==> src/rtl/bitstream_serializer.sv <==
// Parallel-to-serial converter with a one-word holding register and a
// programmable bit period. Each bit is presented for div+1 clk cycles, with a
// one-cycle strobe at the start of every bit period.
module bitstream_serializer #(
   parameter int DATA_W    = 8,
   parameter int MSB_FIRST = 1,
   parameter int DIV_W     = 8
) (
   input  logic              clk,
   input  logic              rst,
   input  logic [DIV_W-1:0]  div,
   input  logic [DATA_W-1:0] in_data,
   input  logic              in_valid,
   output logic              in_ready,
   output logic              bit_out,
   output logic              bit_stb,
   output logic              last,
   output logic              busy
);

   localparam int IDX_W = (DATA_W > 1) ? $clog2(DATA_W) : 1;
   localparam logic [IDX_W-1:0] IDX_LAST = IDX_W'(DATA_W - 1);

   typedef enum logic {
      IDLE,
      SHIFT
   } state_t;

   state_t            state_q, state_d;
   logic              hold_valid_q, hold_valid_d;
   logic [DATA_W-1:0] hold_data_q, hold_data_d;
   logic [DATA_W-1:0] shift_q, shift_d;
   logic [IDX_W-1:0]  idx_q, idx_d;
   logic [DIV_W-1:0]  cnt_q, cnt_d;
   logic              bit_out_q, bit_out_d;
   logic              bit_stb_q, bit_stb_d;
   logic              last_q, last_d;
   logic              load;

   // Bit that goes on the line first for a given shifter content.
   function automatic logic head_bit(input logic [DATA_W-1:0] w);
      return (MSB_FIRST != 0) ? w[DATA_W-1] : w[0];
   endfunction

   // Shifter content after the current head bit has been sent.
   function automatic logic [DATA_W-1:0] advance(input logic [DATA_W-1:0] w);
      return (MSB_FIRST != 0) ? {w[DATA_W-2:0], 1'b0} : {1'b0, w[DATA_W-1:1]};
   endfunction

   // Next-state logic: bit period timing, word hand-off and holding register.
   always_comb begin
      state_d      = state_q;
      hold_valid_d = hold_valid_q;
      hold_data_d  = hold_data_q;
      shift_d      = shift_q;
      idx_d        = idx_q;
      cnt_d        = cnt_q;
      bit_out_d    = bit_out_q;
      bit_stb_d    = 1'b0;
      last_d       = 1'b0;
      load         = 1'b0;

      case (state_q)
         IDLE: begin
            bit_out_d = 1'b0;
            if (hold_valid_q) begin
               load = 1'b1;
            end
         end
         SHIFT: begin
            if (cnt_q != '0) begin
               cnt_d = cnt_q - 1'b1;
            end else if (idx_q != IDX_LAST) begin
               shift_d   = advance(shift_q);
               idx_d     = idx_q + 1'b1;
               cnt_d     = div;
               bit_out_d = head_bit(advance(shift_q));
               bit_stb_d = 1'b1;
               last_d    = ((idx_q + 1'b1) == IDX_LAST);
            end else if (hold_valid_q) begin
               load = 1'b1;
            end else begin
               state_d   = IDLE;
               shift_d   = '0;
               idx_d     = '0;
               cnt_d     = '0;
               bit_out_d = 1'b0;
            end
         end
      endcase

      // Transfer and accept can never coincide: accept needs an empty holding
      // register, transfer needs a full one, so no word is lost or repeated.
      if (load) begin
         state_d      = SHIFT;
         shift_d      = hold_data_q;
         idx_d        = '0;
         cnt_d        = div;
         bit_out_d    = head_bit(hold_data_q);
         bit_stb_d    = 1'b1;
         last_d       = 1'b0;
         hold_valid_d = 1'b0;
      end

      if (in_valid && !hold_valid_q) begin
         hold_valid_d = 1'b1;
         hold_data_d  = in_data;
      end
   end

   // State and registered outputs, cleared asynchronously by rst.
   always_ff @(posedge clk or posedge rst) begin
      if (rst) begin
         state_q      <= IDLE;
         hold_valid_q <= 1'b0;
         hold_data_q  <= '0;
         shift_q      <= '0;
         idx_q        <= '0;
         cnt_q        <= '0;
         bit_out_q    <= 1'b0;
         bit_stb_q    <= 1'b0;
         last_q       <= 1'b0;
      end else begin
         state_q      <= state_d;
         hold_valid_q <= hold_valid_d;
         hold_data_q  <= hold_data_d;
         shift_q      <= shift_d;
         idx_q        <= idx_d;
         cnt_q        <= cnt_d;
         bit_out_q    <= bit_out_d;
         bit_stb_q    <= bit_stb_d;
         last_q       <= last_d;
      end
   end

   assign in_ready = !hold_valid_q;
   assign busy     = (state_q == SHIFT) || hold_valid_q;
   assign bit_out  = bit_out_q;
   assign bit_stb  = bit_stb_q;
   assign last     = last_q;

endmodule

==> config.mk <==
export PLATFORM = sky130hd
export DESIGN_NAME = bitstream_serializer
export DESIGN_NICKNAME = d
export VERILOG_FILES = /design/src/rtl/bitstream_serializer.sv
export SDC_FILE = /design/constraint.sdc
export NUM_CORES = 1
export LEC_CHECK = 0
export BUFFER_PORTS_ARGS = -buffer_cell sky130_fd_sc_hd__clkbuf_2
export CAP_MARGIN = 20
export CORE_ASPECT_RATIO = 1.1
export CORE_MARGIN = 2
export CORE_UTILIZATION = 30
export CTS_CLUSTER_DIAMETER = 80
export DETAILED_ROUTE_END_ITERATION = 8
export GPL_TIMING_DRIVEN = 0
export PLACE_DENSITY = 0.55
export SETUP_SLACK_MARGIN = 0.5
export SLEW_MARGIN = 20
export SYNTH_ARGS = -nofsm -noshare
export SYNTH_HDL_FRONTEND = slang
export SYNTH_SLANG_ARGS = --single-unit
==> constraint.sdc <==
create_clock -name clk -period 2.3 [get_ports clk]
set_input_delay 0.575 -clock clk [delete_from_list [all_inputs] [get_ports clk]]
set_output_delay 0.575 -clock clk [all_outputs]
set_load 0.01 [all_outputs]
-- Word level (Yosys, flattened, before mapping)
Cells that the tools add are included.
- multipliers: 0
- $lt $le $gt $ge: 0
- equal/unequal tests: 7
- shift operators: 0
- multiplexer cells: 37
- div/mod/pow operators: 0
- bitwise operators: 1
- add/subtract/negate cells: 2
- reductions and logical operators: 9
- operators by type and width (cell ; count):
    $mux 8 ; 5
    $mux 7 ; 4
    $mux 1 ; 21
    $mux 3 ; 5
    $reduce_bool 8->1 ; 1
    $sub 8x1->8 const B ; 1
    $ne 3x3->1 const B ; 2
    $ne 4x1->1 const B ; 1
    $ne 4x2->1 const B ; 1
    $pmux 1 s2 ; 2
    $reduce_and 2->1 ; 2
    $reduce_bool 2->1 ; 2
    $add 3x1->3 const B ; 1
    $eq 3x3->1 const B ; 1
    $ne 3x1->1 const B ; 1
    $reduce_and 3->1 ; 1
    $ne 2x2->1 const B ; 1
    $logic_and 1x1->1 ; 1
    $logic_not 1->1 ; 1
    $logic_or 1x1->1 ; 1
    $not 1->1 ; 1
- RAM bits: 0
- logic and storage cells: 65
- bits in latches: 0
- bits in registers: 31
- ROM bits: 0
- memories kept: 0
- output and inout port bits: 5

-- Logic depth before layout (Yosys ltp)
- word-level depth: 6
- gate-level depth with buffers: 7
- gate-level depth less buffers: 6

-- Worst setup path before layout
OpenSTA, ideal clock, no wires.
- path kind: reg2reg
- from: reg cnt_q[0]
- to: reg cnt_q[6]
- data required time: 2.174 ns
- data arrival time: 1.678 ns
- path slack: 0.496 ns
- setup time: 0.126 ns
- stages on the path, launching flop included: 8
- path through: dfrtp_1 -> inv_1 -> ha_1 -> or3b_1 -> buf_2 -> o311ai_1 -> o31ai_1 -> a221o_1
- cells in the longest elaborated chain, start to end: 5
- elaborated cells on any way between the ends: 10
- classes of those cells: add/sub (1); eq/ne (1); mux (5); reduce/logical (3)
- ends and longest elaborated chain (item ; line ; RTL):
    start: declaration ; 34 ; logic [DIV_W-1:0] cnt_q, cnt_d;
    start signal: assignment ; 129 ; cnt_q <= cnt_d;
    branches (longest 5 deep; another with $sub 8x1->8) ; - ;
Several ways; the timed one is not identified. The select of a mux whose other input is x is not followed.
A chain may end at the register's enable or synchronous reset.

-- Worst setup path after layout
- from: reg cnt_q[1]
- to: reg cnt_q[6]
The elaborated chain is that of the path after synthesis.

==> key figures <==
Place
  – GPL Wtd Cong: 0.743
  – DP Worst Slack: 0.160 ns
  – Dpl hpwl: 2260 um
  – Post-Place Cells: 227
  – Port bufs: 23

Logic synthesis
  – Post-synthesis cell count: 146
  – Mean post-synth cell area: 10.8 um2
  – Number of synthesis warnings: 0
  – Synth Net Count: 169
  – Netlist cell types: 40
  – Post-synthesis sequential area ratio: 49.4%
  – Cell Area, Synth: 1570 um2
  – #FFs+latches synth: 31

Floorplan
  – Core ar.: 5030 um2
  – Die X-Extent: 73.0 um
  – Site row count: 27
  – Die ar.: 5830 um2
  – Boundary Pins: 24
  – Initial Util: 31.2%
  – Chip height: 79.9 um

Timing
  – RSZ-0062 raised after global routing: true
  – Setup violators final: 0
  – Final Hold Fails: 0
  – Worst-Margin Slew: 0.666 ns
  – TNS Setup: 0 ns
  – Fmax: 0.541 GHz
  – Crit share post-route: 80.3%
  – Worst Skew: 0.00345 ns
  – Slew headroom: 55.5%
  – Worst hold slack: 0.360 ns
  – Slew Viols, Final: 0
  – Setup ws final: 0.452 ns
  – Final min period: 1.85 ns

Finish
  – Commonest non-fill, non-tap cells in the layout: dfrtp_1 (30), clkbuf_2 (24), nand2_1 (16), mux2_2 (9)
  – Layout Nets: 207
  – Fraction of layout cells with a size suffix above 1: 39.5%
  – Layout area overhead: 30.5%
  – Fillers: 505
  – Multi-input logic area: 803 um2
  – Post-Layout Cell Count: 243
  – Leading cell type in the layout, fill and taps excluded: dfrtp_1
  – Inserted Diodes: 0
  – Register Area: 777 um2

Critical path
  – CP required: 2.53 ns
  – Crit path from: cnt_q[1]
  – CP Capture Point: cnt_q[6]
  – R2r setup slk: 0.45 ns
  – Critical Path Fanout Max: 7
  – Critical Path End Type: flip-flop
  – Worst r2r path cells: 7
  – Worst reg2reg path endpoint: cnt_q[6]
  – Reg2reg start: cnt_q[1]
  – CP startpoint kind: flip-flop
  – Setup CP Type: reg2reg
  – WP data arrival: 2.07 ns

Route
  – Drt wl/cell: 14.3 um
  – Total Wirelength: 3490 um
  – Post-DRT Antenna Nets: 0
  – Pre-antenna DRT Iters: 4
  – Drt drc: 0
  – Iter 0 DRT Violations: 41
  – Vias: 1253
  – DR vias/cell: 5.16

GRT
  – GRT overflow: 0
  – First-pass GRT wire length: 5660 um
  – Initial antenna violation count: 0
  – Global-route usage over all layers: 12.6%
  – Vias in the first global route: 1199
  – Largest net degree at the start of global routing: 32

Clocking
  – Sink Count: 31
  – CTS tree: built
  – CTS Hold Bufs: 0
  – Clk root buf: clkbuf_8
  – Clock-pin slew on the worst setup and hold paths: 0.07 ns
  – TritonCTS buffer count: 5
  – H-Tree Depth: 2
  – Worst skew pair latency: 0.29 ns
  – CTS max path bufs: 2

Pwr
  – Power Dens Cells: 1180 nW/um2
  – Leak pwr: 0.917 nW
  – Peak VDD IR: 0.000450 V

Run status
  – Outcome: finished, final reports clean

Min path
  – Worst hold path type: in2async

Run
  – Max Cap Viol: 0
[report_power, final]
| group | switching [mW] | internal, mW |
|---|---|---|
| Combinational | 0.384 | 0.436 |
| Sequential | 0.189 | 0.764 |
| Clock | 0.215 | 0.433 |
[cell families after synthesis]
family          after synthesis  synth area share [%]
fa+ha+maj                     4                  3.19
compound gates               45                  20.8
buf+inv                      14                  4.06
flops                        31                  49.4
mux                          10                  7.09
simple gates                 42                  15.5
[routing by layer]
layer / GRT usage, % / vias to the layer above / part of all wire [%]
met1: 15.8 / 604 / 48
met3: 3.91 / 8 / 4.2
met4: 4.44 / 0 / 1.4
li1: - / 617 / -
met5: 0 / - / 0
met2: 20.2 / 24 / 46
[what timing repair did]
item	CTS	global route
setup endpoints to repair	21	18
pin swaps	4	4
gates resized for setup	12	9
hold endpoints to repair	0	0
buffers inserted	3	5
[final cells by class]
class	instances	share of cell area, %
sequential	31	37.9
clock buffer	6	3.54
buffer	7	2.44
timing repair buffer	31	9.16
clock inverter	2	2.93
tap	58	3.54
multi-input combinational	101	39.2
inverter	7	1.28
[worst min-delay path by stage]
stage,slack [ns],endpoint,from
floorplan,0.46,shift_q[0],shift_q[0]
global placement,0.48,shift_q[0],shift_q[0]
detailed placement,0.49,shift_q[0],shift_q[0]
CTS,0.39,hold_data_q[7],rst
global route,0.43,bit_out,rst
finish,0.36,hold_data_q[7],rst
[worst max-delay path, stage by stage, from the launching register on]
cell and delay [ns]:
dfrtp_1 0.40, inv_2 0.08, ha_4 0.13, or3b_1 0.36, buf_6 0.16, or3_4 0.33
o31ai_2 0.21, a221o_1 0.13
[state kept, by name (all words and copies together) (netlist names)]
register,count
hold_valid_q,1
bit_stb,1
state_q,1
idx_q,3
cnt_q,8
bit_out,1
hold_data_q,8
last,1
shift_q,7
[Yosys cell counts, drive strengths merged]
master,number,share of area (%)
or4,2,1.4
nand2,16,3.8
dfrtp,31,49
or2,1,0.40
nor4,3,2.0
mux2i,1,0.64
and3,2,0.80
mux2,9,6.5
nor3,3,0.96
or3b,1,0.56
a21o,2,0.96
nor3b,1,0.48
a221o,5,3.2
o22ai,2,0.80
inv,7,1.7
o31ai,1,0.48
o21ai,12,4.5
buf,4,1.7
o21a,1,0.96
a22oi,7,3.3
nor2b,4,1.6
a31oi,2,0.80
a2bb2oi,1,0.56
o311ai,2,1.1
clkbuf,3,0.72
ha,4,3.2
or3,4,1.6
a21oi,7,2.5
nor2,4,1.4
o211ai,2,0.96
a32o,1,0.64
nand2b,1,0.40
[metrics by stage]
stage                     power [mW]  area [um2]  utilization, %
after global placement          1.65        1760            35.0
after global routing            2.58        2050            40.7
final                           2.42        2050            40.7
after floorplan                 1.50        1570               -
after detailed placement        1.67        1760            35.0
after CTS                       2.39        1970            39.1
Note: power is estimated with default switching activity, not from simulation.
